===== src/rtl/rr_arbiter_4_if.sv =====
// Handshake bundle between requesters and the rr_arbiter_4 round-robin arbiter.
// The master side drives the requests and the completion strobe. The slave
// side (the arbiter) returns the one-hot grant, the grant-valid flag and the
// forced-release pulse.
interface rr_arbiter_4_if;
  logic [3:0] req;
  logic       done;
  logic [3:0] grant;
  logic       en;
  logic       timeout;

  modport master (
    output req,
    output done,
    input  grant,
    input  en,
    input  timeout
  );

  modport slave (
    input  req,
    input  done,
    output grant,
    output en,
    output timeout
  );
endinterface


===== src/rtl/rr_arbiter_4.sv =====
// rr_arbiter_4: four-requester round-robin arbiter with a registered one-hot
// grant and a grant-valid strobe. It feeds a 4-to-2 encoder: grant is the
// one-hot code and en is the encoder enable.
// A rotating pointer gives priority to the requester after the last winner.
// A grant is held until the owner asserts done or drops its request.
// Optional feature: define RR_ARB_TIMEOUT_EN to force a release after the
// grant has been held for MAX_HOLD cycles. The forced release pulses timeout.
module rr_arbiter_4 #(
  parameter int unsigned MAX_HOLD = 15
) (
  input logic           clk,
  input logic           rst,
  rr_arbiter_4_if.slave bus
);

  // Reject an out-of-range hold limit at elaboration instead of wrapping it silently.
  if (MAX_HOLD < 1 || MAX_HOLD > 255) begin : g_bad_max_hold
    $error("rr_arbiter_4: MAX_HOLD must be in 1..255");
  end

  typedef enum logic {
    IDLE  = 1'b0,
    GRANT = 1'b1
  } state_t;

  state_t     state;
  logic [1:0] ptr;        // highest-priority requester for the next arbitration
  logic [1:0] owner;      // index of the current grant holder
  logic [3:0] grant_q;
  logic       en_q;
  logic       pick_found;
  logic [1:0] pick_idx;
  logic       release_req;

`ifdef RR_ARB_TIMEOUT_EN
  logic [7:0] hold_cnt;   // GRANT cycles elapsed since the grant edge
  logic       timeout_q;
  logic       hold_limit;

  // The grant edge counts as the first held cycle, so the limit is reached at MAX_HOLD-1.
  assign hold_limit  = (hold_cnt == 8'(MAX_HOLD - 1));
  assign bus.timeout = timeout_q;
`else
  assign bus.timeout = 1'b0;
`endif

  // Rotating priority search: the first set request at offset 0..3 from ptr wins.
  // NOTE: every always_comb output gets a default first, so no path can infer a latch.
  always_comb begin
    pick_found = 1'b0;
    pick_idx   = ptr;
    // Walk downward so the smallest offset from ptr is the final assignment.
    for (int i = 3; i >= 0; i--) begin
      if (bus.req[ptr + 2'(i)]) begin
        pick_found = 1'b1;
        pick_idx   = ptr + 2'(i);
      end
    end
  end

  // A normal release happens when the owner finishes or withdraws its request.
  // If both happen in the same cycle, they count as a single release.
  assign release_req = bus.done || !bus.req[owner];

  // Two-state arbitration FSM with registered grant/en/timeout outputs.
  // NOTE: sequential state uses non-blocking assignments only. Every register
  // then samples pre-edge values, and no ordering race occurs between blocks.
  always_ff @(posedge clk) begin
    if (rst) begin
      state   <= IDLE;
      ptr     <= 2'd0;
      owner   <= 2'd0;
      grant_q <= 4'b0000;
      en_q    <= 1'b0;
`ifdef RR_ARB_TIMEOUT_EN
      hold_cnt  <= 8'd0;
      timeout_q <= 1'b0;
`endif
    end else begin
`ifdef RR_ARB_TIMEOUT_EN
      timeout_q <= 1'b0;
`endif
      unique case (state)
        IDLE: begin
          if (pick_found) begin
            grant_q <= 4'b0001 << pick_idx;
            en_q    <= 1'b1;
            owner   <= pick_idx;
            state   <= GRANT;
`ifdef RR_ARB_TIMEOUT_EN
            hold_cnt <= 8'd0;
`endif
          end
        end
        GRANT: begin
          if (release_req) begin
            grant_q <= 4'b0000;
            en_q    <= 1'b0;
            ptr     <= owner + 2'd1;
            state   <= IDLE;
`ifdef RR_ARB_TIMEOUT_EN
          end else if (hold_limit) begin
            grant_q   <= 4'b0000;
            en_q      <= 1'b0;
            ptr       <= owner + 2'd1;
            state     <= IDLE;
            timeout_q <= 1'b1;
          end else begin
            hold_cnt <= hold_cnt + 8'd1;
`endif
          end
        end
        default: state <= IDLE;
      endcase
    end
  end

  assign bus.grant = grant_q;
  assign bus.en    = en_q;

endmodule


===== src/flat_wrapper.sv =====
// flat-port wrapper written by rule: the top's interface ports become plain ports
module rr_arbiter_4_flat 
#(
  parameter int unsigned MAX_HOLD = 15
)
  (clk, rst, bus_req, bus_done, bus_grant, bus_en, bus_timeout);
  rr_arbiter_4_if bus_i ();
  input logic clk;
  input logic rst;
  input wire logic [$bits(bus_i.req)-1:0] bus_req;
  input wire logic [$bits(bus_i.done)-1:0] bus_done;
  output wire logic [$bits(bus_i.grant)-1:0] bus_grant;
  output wire logic [$bits(bus_i.en)-1:0] bus_en;
  output wire logic [$bits(bus_i.timeout)-1:0] bus_timeout;
  assign bus_i.req = bus_req;
  assign bus_i.done = bus_done;
  assign bus_grant = bus_i.grant;
  assign bus_en = bus_i.en;
  assign bus_timeout = bus_i.timeout;
  rr_arbiter_4 #(.MAX_HOLD(MAX_HOLD)) u_core (.clk(clk), .rst(rst), .bus(bus_i));
endmodule

===== config.mk =====
export PLATFORM = sky130hd
export DESIGN_NAME = rr_arbiter_4_flat
export DESIGN_NICKNAME = d
export VERILOG_FILES = /design/src/rtl/rr_arbiter_4_if.sv /design/src/rtl/rr_arbiter_4.sv /design/src/flat_wrapper.sv
export SDC_FILE = /design/constraint.sdc
export NUM_CORES = 1
export LEC_CHECK = 0
export BUFFER_PORTS_ARGS = -buffer_cell sky130_fd_sc_hd__buf_2
export CORE_AREA = 4 4 41 43
export CTS_BUF_LIST = sky130_fd_sc_hd__clkbuf_8
export DETAILED_ROUTE_END_ITERATION = 6
export DIE_AREA = 0 0 45 47
export GPL_TIMING_DRIVEN = 1
export PLACE_DENSITY = 0.6
export SETUP_SLACK_MARGIN = 0.3
export SKIP_LAST_GASP = 1
export SYNTH_ARGS = -nofsm -noshare
export SYNTH_HDL_FRONTEND = slang
export SYNTH_SLANG_ARGS = --single-unit

===== constraint.sdc =====
create_clock -name clk -period 1.6 [get_ports clk]
set_input_delay 0 -clock clk [delete_from_list [all_inputs] [get_ports clk]]
set_output_delay 0 -clock clk [all_outputs]
set_load 0.02 [all_outputs]

==> flow_metrics.env <==
export IMPL_leakage_uw=0.000306
export IMPL_max_cap_violations=0
export IMPL_fp_coreArea_um2=1300
export IMPL_status="completed"
export IMPL_utilization_pct=53.6
export IMPL_ys_seq_elements=10
export IMPL_tns_ps=0
export IMPL_rsz0062_at_grt="true"
export IMPL_grt_pass1_wl_um=1970
export IMPL_cp_arrival_ps=1520
export IMPL_via_per_inst=5.26
export IMPL_async_flop_share_pct=0
export IMPL_yosysSeqAreaShare_pct=37.0
export IMPL_fillers=120
export IMPL_rows=13
export IMPL_critPathKind="reg2reg"
export IMPL_area_growth_pct=28.9
export IMPL_holdWs_ps=80.2
export IMPL_clock_fmax_mhz=728
export IMPL_dieWidth_um=45
export IMPL_grt_max_degree=13
export IMPL_ir_worst_vdd_uv=556
export IMPL_cts_hold_buf=0
export IMPL_multi_input_area_um2=342
export IMPL_synth_flop_cell="dfxtp_1"
export IMPL_yosysWarnings=0
export IMPL_synth_fp_nets=70
export IMPL_hpwl_um=912
export IMPL_drc=0
export IMPL_drive_gt1_share_pct=39.7
export IMPL_cts_root_buf="clkbuf_8"
export IMPL_routedWlPerCell_um=12.5
export IMPL_vias=489
export IMPL_cp_required_ps=1750
export IMPL_synth_cells=63
export IMPL_cp_max_fo=3
export IMPL_antenna_found_initial=0
export IMPL_cts_sinks=10
export IMPL_dp_cells=88
export IMPL_num_nets_final=86
export IMPL_antenna_cells=0
export IMPL_setup_viol=0
export IMPL_insertion_delay_ps=230
export IMPL_ant_nets=0
export IMPL_cts_buffers=3
export IMPL_slew_viol_final=0
export IMPL_clock_path_buffers=2
export IMPL_die_area_um2=2120
export IMPL_synth_edff_count=0
export IMPL_globalRouteTotalUtil_pct=12.6
export IMPL_clk_pin_slew_ps=50
export IMPL_grt_overflow_total=0
export IMPL_clock_skew_ps=3.98
export IMPL_numPortBuffers=11
export IMPL_synth_area_leaders="dfxtp_1, nor2_1, mux4_2"
export IMPL_finalHoldViolCount=0
export IMPL_avgSynthCellArea_um2=8.58
export IMPL_synthDominantAreaCellType="dfxtp_1"
export IMPL_grt_pass1_vias=477
export IMPL_fin_crit_sh_pct=85.9
export IMPL_drt_iter0_markers=4
export IMPL_routabilityCongestion=0.804
export IMPL_hp_class="in2reg"
export IMPL_yosysTopAreaCellShare_pct=37.0
export IMPL_htreeDepth=1
export IMPL_netlist_area_um2=541
export IMPL_wl_um=1160
export IMPL_fin_cells=93
export IMPL_register_area_um2=204
export IMPL_start_util_pct=41.5
export IMPL_firstDrtPassIters=4
export IMPL_start_kind="register"
export IMPL_yosysUniqueCellTypes=30
export IMPL_post_route_min_period_ps=1370
export IMPL_endpoint_kind="register"
export IMPL_tritoncts="done"
export IMPL_p_per_area_nw_per_um2=1130
export IMPL_pin_count=13
export IMPL_die_h_um=47
flip-flops by register name, summed over array words and instances (netlist names):
signal	count
u_core.bus.en	1
u_core.state	1
u_core.ptr	2
u_core.owner	2
u_core.bus.grant	4
repair_timing:
action	4_1_cts	5_1_grt
pin swaps	4	0
setup endpoints to repair	8	9
resized for setup	6	2
setup buffers	1	0
stage by stage:
stage | total power [µW] | worst slack (ps) | area, µm²
4_1_cts | 797 | 223 | 688
3_3_place_gp | 468 | 196 | 607
6_report | 790 | 226 | 697
5_1_grt | 837 | 145 | 697
3_5_place_dp | 468 | 189 | 607
2_1_floorplan | 420 | 237 | 542
critical path, stage by stage, from the launching register on:
cell and delay, ps:
dfxtp_2 330, mux4_2 520, nand2b_4 110, and2_4 160, nor2_2 40, a211oi_2 130
per-layer routing:
metal / wire [µm] / track usage [%] / vias up
met5: 0 / 0 / -
met4: 0 / 3.51 / 0
met3: 69 / 2.30 / 0
met2: 536 / 20.9 / 11
met1: 554 / 16.8 / 218
li1: - / - / 260
power by group:
group | internal, µW | switching, µW
clock network | 216 | 93.2
registers | 276 | 22.4
logic | 81.3 | 101
cell usage after synthesis, types with 2 or more instances:
library cell / count
a32oi_1: 2
o32ai_1: 2
nand2_1: 5
nor2_1: 10
nor2b_1: 2
nor3_1: 2
a21oi_1: 4
o21ai_0: 3
dfxtp_1: 10
nand2b_1: 2
inv_1: 2
final timing paths:
| kind | startpoint | depth (start not counted) | slack (ps) | end |
|---|---|---|---|---|
| worst max register to register | u_core.owner[1] | 5 | 230 | u_core.ptr[0] |
| worst min register to register | u_core.bus.grant[2] | 2 | 480 | u_core.bus.grant[2] |
| worst max-delay path | u_core.owner[1] | 5 | 230 | u_core.ptr[0] |
| worst min-delay path | rst | 2 | 80 | u_core.bus.grant[0] |
cell type report:
class | instances | share of cell area [%]
multi-input cells | 49 | 49.0
flip-flops and latches | 10 | 29.3
repair buffers | 13 | 10.1
clock buffers | 4 | 7.90
well taps | 15 | 2.69
inverters | 2 | 1.08
cell families (layout without fill, tap and decap cells):
group / count (synthesis) / count (layout) / share of synthesized area [%]
xor+xnor: 1 / 1 / 1.62
mux: 1 / 1 / 4.17
buf+inv: 4 / 19 / 4.40
compound gates: 19 / 19 / 26.6
other cells: 1 / 1 / 0.694
flops: 10 / 10 / 37.0
simple gates: 27 / 27 / 25.5
cells in the final DEF (no fill, tap or decap), drive strengths merged:
cell and n:
o21ai 3, nand2b 3, a32oi 2, mux4 1, nor3 2, nand2 6, o32ai 2, inv 2
and2b 1, a21oi 4, a21o 1, xor2 1, o31ai 1, nor2 11, a2bb2oi 1, nor2b 2
and2 1, o221ai 1, o311a 1, buf 13, dfxtp 10, a211oi 2, or3 1, clkbuf 4
o221a 1, conb 1
(Power assumes the default switching activity.)
